===== src/rtl/lsu_writeback.sv =====
// rtl/lsu_writeback.sv - load/store + writeback stage on an AXI4-Lite master; optional LSU_TIMEOUT_EN bus timeout
module lsu_writeback #(
    parameter int DATA_WIDTH = 32,
    parameter int ADDR_WIDTH = 32,
    parameter int TIMEOUT    = 255
) (
    input  logic                    clk,
    input  logic                    rstn,
    input  logic                    in_valid,
    output logic                    in_ready,
    input  logic [ADDR_WIDTH-1:0]   in_pc,
    input  logic [DATA_WIDTH-1:0]   in_alu_result,
    input  logic [DATA_WIDTH-1:0]   in_wdata,
    input  logic                    in_mem_read,
    input  logic                    in_mem_write,
    input  logic [1:0]              in_size,
    input  logic                    in_unsigned,
    input  logic [1:0]              in_result_src,
    input  logic [DATA_WIDTH-1:0]   in_csr_rdata,
    output logic                    out_valid,
    input  logic                    out_ready,
    output logic [DATA_WIDTH-1:0]   out_result,
    output logic [ADDR_WIDTH-1:0]   out_pc,
    output logic                    out_err,
    output logic [ADDR_WIDTH-1:0]   m_araddr,
    output logic                    m_arvalid,
    input  logic                    m_arready,
    input  logic [DATA_WIDTH-1:0]   m_rdata,
    input  logic [1:0]              m_rresp,
    input  logic                    m_rvalid,
    output logic                    m_rready,
    output logic [ADDR_WIDTH-1:0]   m_awaddr,
    output logic                    m_awvalid,
    input  logic                    m_awready,
    output logic [DATA_WIDTH-1:0]   m_wdata,
    output logic [DATA_WIDTH/8-1:0] m_wstrb,
    output logic                    m_wvalid,
    input  logic                    m_wready,
    input  logic [1:0]              m_bresp,
    input  logic                    m_bvalid,
    output logic                    m_bready
);
    localparam int NB   = DATA_WIDTH / 8;
    localparam int OFFW = $clog2(NB);

    localparam logic [2:0] S_IDLE = 3'd0;
    localparam logic [2:0] S_AR   = 3'd1;
    localparam logic [2:0] S_R    = 3'd2;
    localparam logic [2:0] S_AW_W = 3'd3;
    localparam logic [2:0] S_B    = 3'd4;
    localparam logic [2:0] S_DONE = 3'd5;

    logic [2:0]            state_q;
    logic                  started_q;
    logic [ADDR_WIDTH-1:0] pc_q;
    logic [DATA_WIDTH-1:0] alu_q, wdata_q, csr_q, load_q;
    logic [1:0]            size_q, src_q;
    logic                  uns_q, err_q, aw_pend_q, w_pend_q;

    logic                  misaligned;
    logic [OFFW-1:0]       offset;
    logic [DATA_WIDTH-1:0] shifted, ext_load, wdata_rep;
    logic [NB-1:0]         lane_mask;
    logic [ADDR_WIDTH-1:0] pc4;

    assign offset = alu_q[OFFW-1:0];
    assign pc4    = pc_q + ADDR_WIDTH'(4);

    // size=3 (set mask 7) is a dword; it cannot exist on a 32-bit bus at all
    assign misaligned = ((in_alu_result[2:0] & ((3'd1 << in_size) - 3'd1)) != 3'd0) ||
                        (in_size == 2'd3 && DATA_WIDTH == 32);

    assign shifted = m_rdata >> {offset, 3'b000};

    always_comb begin
        ext_load  = shifted;
        wdata_rep = wdata_q;
        lane_mask = {NB{1'b1}};
        case (size_q)
            2'd0: begin
                ext_load  = uns_q ? DATA_WIDTH'(shifted[7:0]) : DATA_WIDTH'($signed(shifted[7:0]));
                wdata_rep = {NB{wdata_q[7:0]}};
                lane_mask = NB'(1);
            end
            2'd1: begin
                ext_load  = uns_q ? DATA_WIDTH'(shifted[15:0]) : DATA_WIDTH'($signed(shifted[15:0]));
                wdata_rep = {(NB/2){wdata_q[15:0]}};
                lane_mask = NB'(3);
            end
            2'd2: begin
                ext_load  = uns_q ? DATA_WIDTH'(shifted[31:0]) : DATA_WIDTH'($signed(shifted[31:0]));
                wdata_rep = {(NB/4){wdata_q[31:0]}};
                lane_mask = NB'(15);
            end
            default: ;
        endcase
    end

    assign in_ready  = started_q && (state_q == S_IDLE);
    assign out_valid = (state_q == S_DONE);
    assign out_pc    = pc_q;
    assign out_err   = err_q;
    assign m_araddr  = ADDR_WIDTH'(alu_q);
    assign m_awaddr  = ADDR_WIDTH'(alu_q);
    assign m_arvalid = (state_q == S_AR);
    assign m_rready  = (state_q == S_R);
    assign m_awvalid = (state_q == S_AW_W) && aw_pend_q;
    assign m_wvalid  = (state_q == S_AW_W) && w_pend_q;
    assign m_wdata   = wdata_rep;
    assign m_wstrb   = (state_q == S_AW_W) ? (lane_mask << offset) : '0;
    assign m_bready  = (state_q == S_B);

    always_comb begin
        case (src_q)
            2'd0:    out_result = alu_q;
            2'd1:    out_result = load_q;
            2'd2:    out_result = DATA_WIDTH'(pc4);
            default: out_result = csr_q;
        endcase
    end

`ifdef LSU_TIMEOUT_EN
    logic [31:0] tmo_q;
    logic        busy, tmo_hit;
    assign busy    = (state_q == S_AR) || (state_q == S_R) || (state_q == S_AW_W) || (state_q == S_B);
    assign tmo_hit = busy && (tmo_q >= 32'(TIMEOUT - 1));

    always_ff @(posedge clk or negedge rstn) begin
        if (!rstn)       tmo_q <= '0;
        else if (!busy)  tmo_q <= '0;
        else             tmo_q <= tmo_q + 32'd1;
    end
`endif

    always_ff @(posedge clk or negedge rstn) begin
        if (!rstn) begin
            state_q   <= S_IDLE;
            started_q <= 1'b0;
            pc_q      <= '0;
            alu_q     <= '0;
            wdata_q   <= '0;
            csr_q     <= '0;
            load_q    <= '0;
            size_q    <= '0;
            src_q     <= '0;
            uns_q     <= 1'b0;
            err_q     <= 1'b0;
            aw_pend_q <= 1'b0;
            w_pend_q  <= 1'b0;
        end else begin
            started_q <= 1'b1;
`ifdef LSU_TIMEOUT_EN
            if (tmo_hit) begin
                state_q <= S_DONE;
                err_q   <= 1'b1;
                load_q  <= '0;
            end else
`endif
            case (state_q)
                S_IDLE: if (in_valid && in_ready) begin
                    pc_q      <= in_pc;
                    alu_q     <= in_alu_result;
                    wdata_q   <= in_wdata;
                    csr_q     <= in_csr_rdata;
                    size_q    <= in_size;
                    src_q     <= in_result_src;
                    uns_q     <= in_unsigned;
                    load_q    <= '0;
                    aw_pend_q <= 1'b1;
                    w_pend_q  <= 1'b1;
                    err_q     <= misaligned && (in_mem_read || in_mem_write);
                    if ((in_mem_read || in_mem_write) && misaligned) state_q <= S_DONE;
                    else if (in_mem_read)                            state_q <= S_AR;
                    else if (in_mem_write)                           state_q <= S_AW_W;
                    else                                             state_q <= S_DONE;
                end
                S_AR: if (m_arready) state_q <= S_R;
                S_R: if (m_rvalid) begin
                    err_q   <= (m_rresp != 2'b00);
                    load_q  <= (m_rresp != 2'b00) ? '0 : ext_load;
                    state_q <= S_DONE;
                end
                S_AW_W: begin
                    if (m_awready) aw_pend_q <= 1'b0;
                    if (m_wready)  w_pend_q  <= 1'b0;
                    if ((!aw_pend_q || m_awready) && (!w_pend_q || m_wready)) state_q <= S_B;
                end
                S_B: if (m_bvalid) begin
                    err_q   <= (m_bresp != 2'b00);
                    state_q <= S_DONE;
                end
                S_DONE: if (out_ready) state_q <= S_IDLE;
                default: state_q <= S_IDLE;
            endcase
        end
    end
endmodule


===== config.mk =====
export PLATFORM = sky130hd
export DESIGN_NAME = lsu_writeback
export DESIGN_NICKNAME = d
export VERILOG_FILES = /design/src/rtl/lsu_writeback.sv
export SDC_FILE = /design/constraint.sdc
export NUM_CORES = 1
export LEC_CHECK = 0
export BUFFER_PORTS_ARGS = -buffer_cell sky130_fd_sc_hd__buf_4
export CORE_MARGIN = 1
export CORE_UTILIZATION = 25
export CTS_BUF_LIST = sky130_fd_sc_hd__clkbuf_4 sky130_fd_sc_hd__clkbuf_8 sky130_fd_sc_hd__clkbuf_16
export CTS_CLUSTER_DIAMETER = 120
export CTS_CLUSTER_SIZE = 16
export DETAILED_ROUTE_END_ITERATION = 6
export HOLD_SLACK_MARGIN = 0.12
export PLACE_DENSITY = 0.53
export SLEW_MARGIN = 20
export SYNTH_ARGS = -nofsm -noshare
export SYNTH_HDL_FRONTEND = slang
export SYNTH_SLANG_ARGS = --single-unit

===== constraint.sdc =====
create_clock -name clk -period 2 [get_ports clk]
set_input_delay 0.1 -clock clk [delete_from_list [all_inputs] [get_ports clk]]
set_output_delay 0.1 -clock clk [all_outputs]
set_load 0.1 [all_outputs]

==> results.tsv <==
metric	value	unit
die_w	194	um
fmax	387	MHz
port_buffers	351	
drt_iter0_drc	290	
path_class	register to output port	
start_util	25.6	%
final.period_utilization	129	%
postSynthAreaPerCell	11.4	um2
synth_edf_count	0	
synth_top_family_by_area	multiplexers	
worst_slack	-0.584	ns
synth.distinct_cells	52	
chipHeight	194	um
drive_gt1_share	45.8	%
gp_congestion	0.825	
ctsHtreeMaxLevel	4	
ys_seq_area_share	46.9	%
routedWlPerCell	18.9	um
tritoncts	done	
synth.mux.area_fraction	27.3	%
synth_area_leaders	dfrtp_1 (47%), mux2_1 (18%), mux4_2 (4.7%)	
ys_ff_latch	172	
setup_violations	28	
grt_max_degree	62	
synthSimpleGateAreaFrac	10.1	%
startpoint_type	register	
final.min_clock_period	2.58	ns
area_growth	78.7	%
drt_pass1_iterations	7	
clkTransAtPathRegs	0.07	ns
grt_pass1_wl	54200	um
grt_pass1_vias	9072	
finalNetCount	1546	
synth_fp_nets	986	
violations	design-rule violations, negative setup slack	
rsz0062_at_grt	true	
hold_viol	0	
dieArea	37500	um2
hpwl	25500	um
ys_async_sr_fraction	100	%
antenna_found_initial	8	
hold_path_class	primary input to register	
cp.arrival	2.48	ns
seq_area	4400	um2
drc	81	
yosysTopAreaCell	dfrtp_1	
synth_most_common_cell	dfrtp_1	
avgViaCountPerCell	4.53	
final_antenna_net_count	0	
num-fill-cells	3331	
num_vias	8365	
synthCells	805	
cts_sinks	172	
finalInstanceArea	16400	um2
core-area	35800	um2
multi_input_area	5000	um2
clk-insertion-delay-late	0.44	ns
netlist_area	9170	um2
yosysWarnings	0	
yosysTopAreaCellShare	46.9	%
cap_viol_max_count	0	
dpl_cell_area	13100	um2
drv_slew	0	
grtUsageTotal	18.9	%
status	finished with violations	
synthAdderAreaFrac	0.136	%
setup.worst_path.end_class	output port	
drt_wl_total	35000	um
synth_xor_area_share	2.67	%
worst_clock_skew	0.00750	ns
cp.required	1.90	ns
num_rows	69	
cts-buffers-inserted	17	
cts.path.max_buffers	2	
cp_max_fo	7	
gr-total-overflow	0	
yosys_most_used_dff	dfrtp_1	
yosys-top-cells-count	dfrtp_1 (172), mux2_1 (147), nand2_1 (103)	
root_buffer	clkbuf_16	
synth_compound_area_share	7.14	%
io_pins	352	
## layout by cell type, fill, tap and decap left out, types with 5 or more instances in the layout
| cell type | n |
|---|---|
| mux2i_1 | 26 |
| xor2_1 | 6 |
| mux2_1 | 144 |
| nand3_1 | 14 |
| diode_2 | 7 |
| buf_4 | 375 |
| buf_6 | 32 |
| clkbuf_4 | 5 |
| o21ai_2 | 8 |
| o21ai_0 | 10 |
| a21oi_1 | 10 |
| dfrtp_2 | 8 |
| nand2b_1 | 5 |
| inv_1 | 6 |
| dfrtp_1 | 142 |
| clkbuf_16 | 17 |
| xnor2_1 | 9 |
| dfrtp_4 | 22 |
| buf_12 | 43 |
| nor3_4 | 7 |
| nor2_1 | 11 |
| a21oi_4 | 11 |
| xnor2_2 | 6 |
| o21ai_1 | 18 |
| nor2_4 | 6 |
| mux2_2 | 13 |
| o211ai_1 | 15 |
| mux4_2 | 19 |
| dlygate4sd3_1 | 176 |
| nand3_4 | 6 |
| nand4_1 | 9 |
| o22ai_1 | 13 |
| nand2_1 | 97 |
| xor2_2 | 6 |
## layout make-up
| class | count | share of cell area [%] |
|---|---|---|
| antenna | 7 | 0.107 |
| sequential | 172 | 26.8 |
| inverter | 8 | 0.183 |
| clock buffer | 25 | 3.08 |
| clock inverter | 7 | 0.260 |
| timing repair buffer | 628 | 35.5 |
| tap | 461 | 3.52 |
| multi-input combinational | 538 | 30.5 |
## metrics by stage
stage / hold WS [ns] / worst slack [ns] / util (%) / cells / TNS [ns]
finish: 0.152 / -0.584 / 45.7 / 1846 / -10.71
detailed placement: 0.109 / -0.162 / 36.6 / 1609 / -0.847
global placement: 0.104 / -0.139 / 36.6 / 1609 / -0.662
floorplan: -0.196 / -0.620 / - / 805 / -82.23
CTS: 0.132 / -0.626 / 45.0 / 1831 / -11.21
global route: 0.169 / -0.715 / 45.7 / 1844 / -13.75
## worst paths after layout
kind | start | to | slack [ns] | depth (start not counted)
worst max register to register | m_araddr[1]$_DFFE_PN0P_ | load_q[16]$_DFFE_PN0P_ | 0.11 | 6
worst max-delay path | out_pc[8]$_DFFE_PN0P_ | out_result[31] | -0.58 | 8
worst min register to register | csr_q[2]$_DFFE_PN0P_ | csr_q[2]$_DFFE_PN0P_ | 0.49 | 1
min in group asynchronous | rstn | m_araddr[10]$_DFFE_PN0P_ | 0.22 | 2
max in group asynchronous | rstn | out_pc[19]$_DFFE_PN0P_ | 1.02 | 3
worst min-delay path | m_rdata[11] | load_q[3]$_DFFE_PN0P_ | 0.15 | 4
## kinds of logic (layout without fill, tap and decap cells)
kind of cell | Yosys count | in the layout
xor gates and xnor gates | 28 | 28
buffers and inverters | 95 | 668
DFF | 172 | 172
muxes | 206 | 206
AOI/OAI and AO/OA | 107 | 107
other | 1 | 8
adders and majority gates | 1 | 1
and+or+nand+nor | 195 | 195
## what timing repair did
item / 4_1_cts / 5_1_grt
setup buffers: 14 / 13
hold buffers: 176 / 0
pin swaps: 16 / 19
resized for setup: 124 / 44
hold endpoints to repair: 316 / 0
endpoints found under the setup margin: 36 / 45
## layer usage
layer | vias to the layer above | GRT usage (%) | wire, um
li1 | 3973 | - | -
met1 | 4094 | 23.4 | 15000
met2 | 267 | 32.4 | 17200
met3 | 27 | 5.42 | 2190
met4 | 4 | 4.30 | 482
met5 | - | 0 | 23
## registers in the layout (all words and copies together) (netlist names)
| signal | flops |
|---|---|
| aw_pend_q | 1 |
| csr_q | 32 |
| load_q | 32 |
| m_araddr | 32 |
| out_err | 1 |
| out_pc | 32 |
| size_q | 2 |
| src_q | 2 |
| started_q | 1 |
| state_q | 3 |
| uns_q | 1 |
| w_pend_q | 1 |
| wdata_q | 32 |
## critical path, stage by stage, from the launching register on
cell     delay [ns]
dfrtp_4        0.41
nand4_1        0.13
buf_6          0.16
nor4_4         0.20
buf_12         0.17
nand4_1        0.14
xnor2_1        0.16
mux4_2         0.47
buf_6          0.20
Power is not shown: default switching activity piles up to over one toggle a cycle in this logic, so the estimate is an artifact.
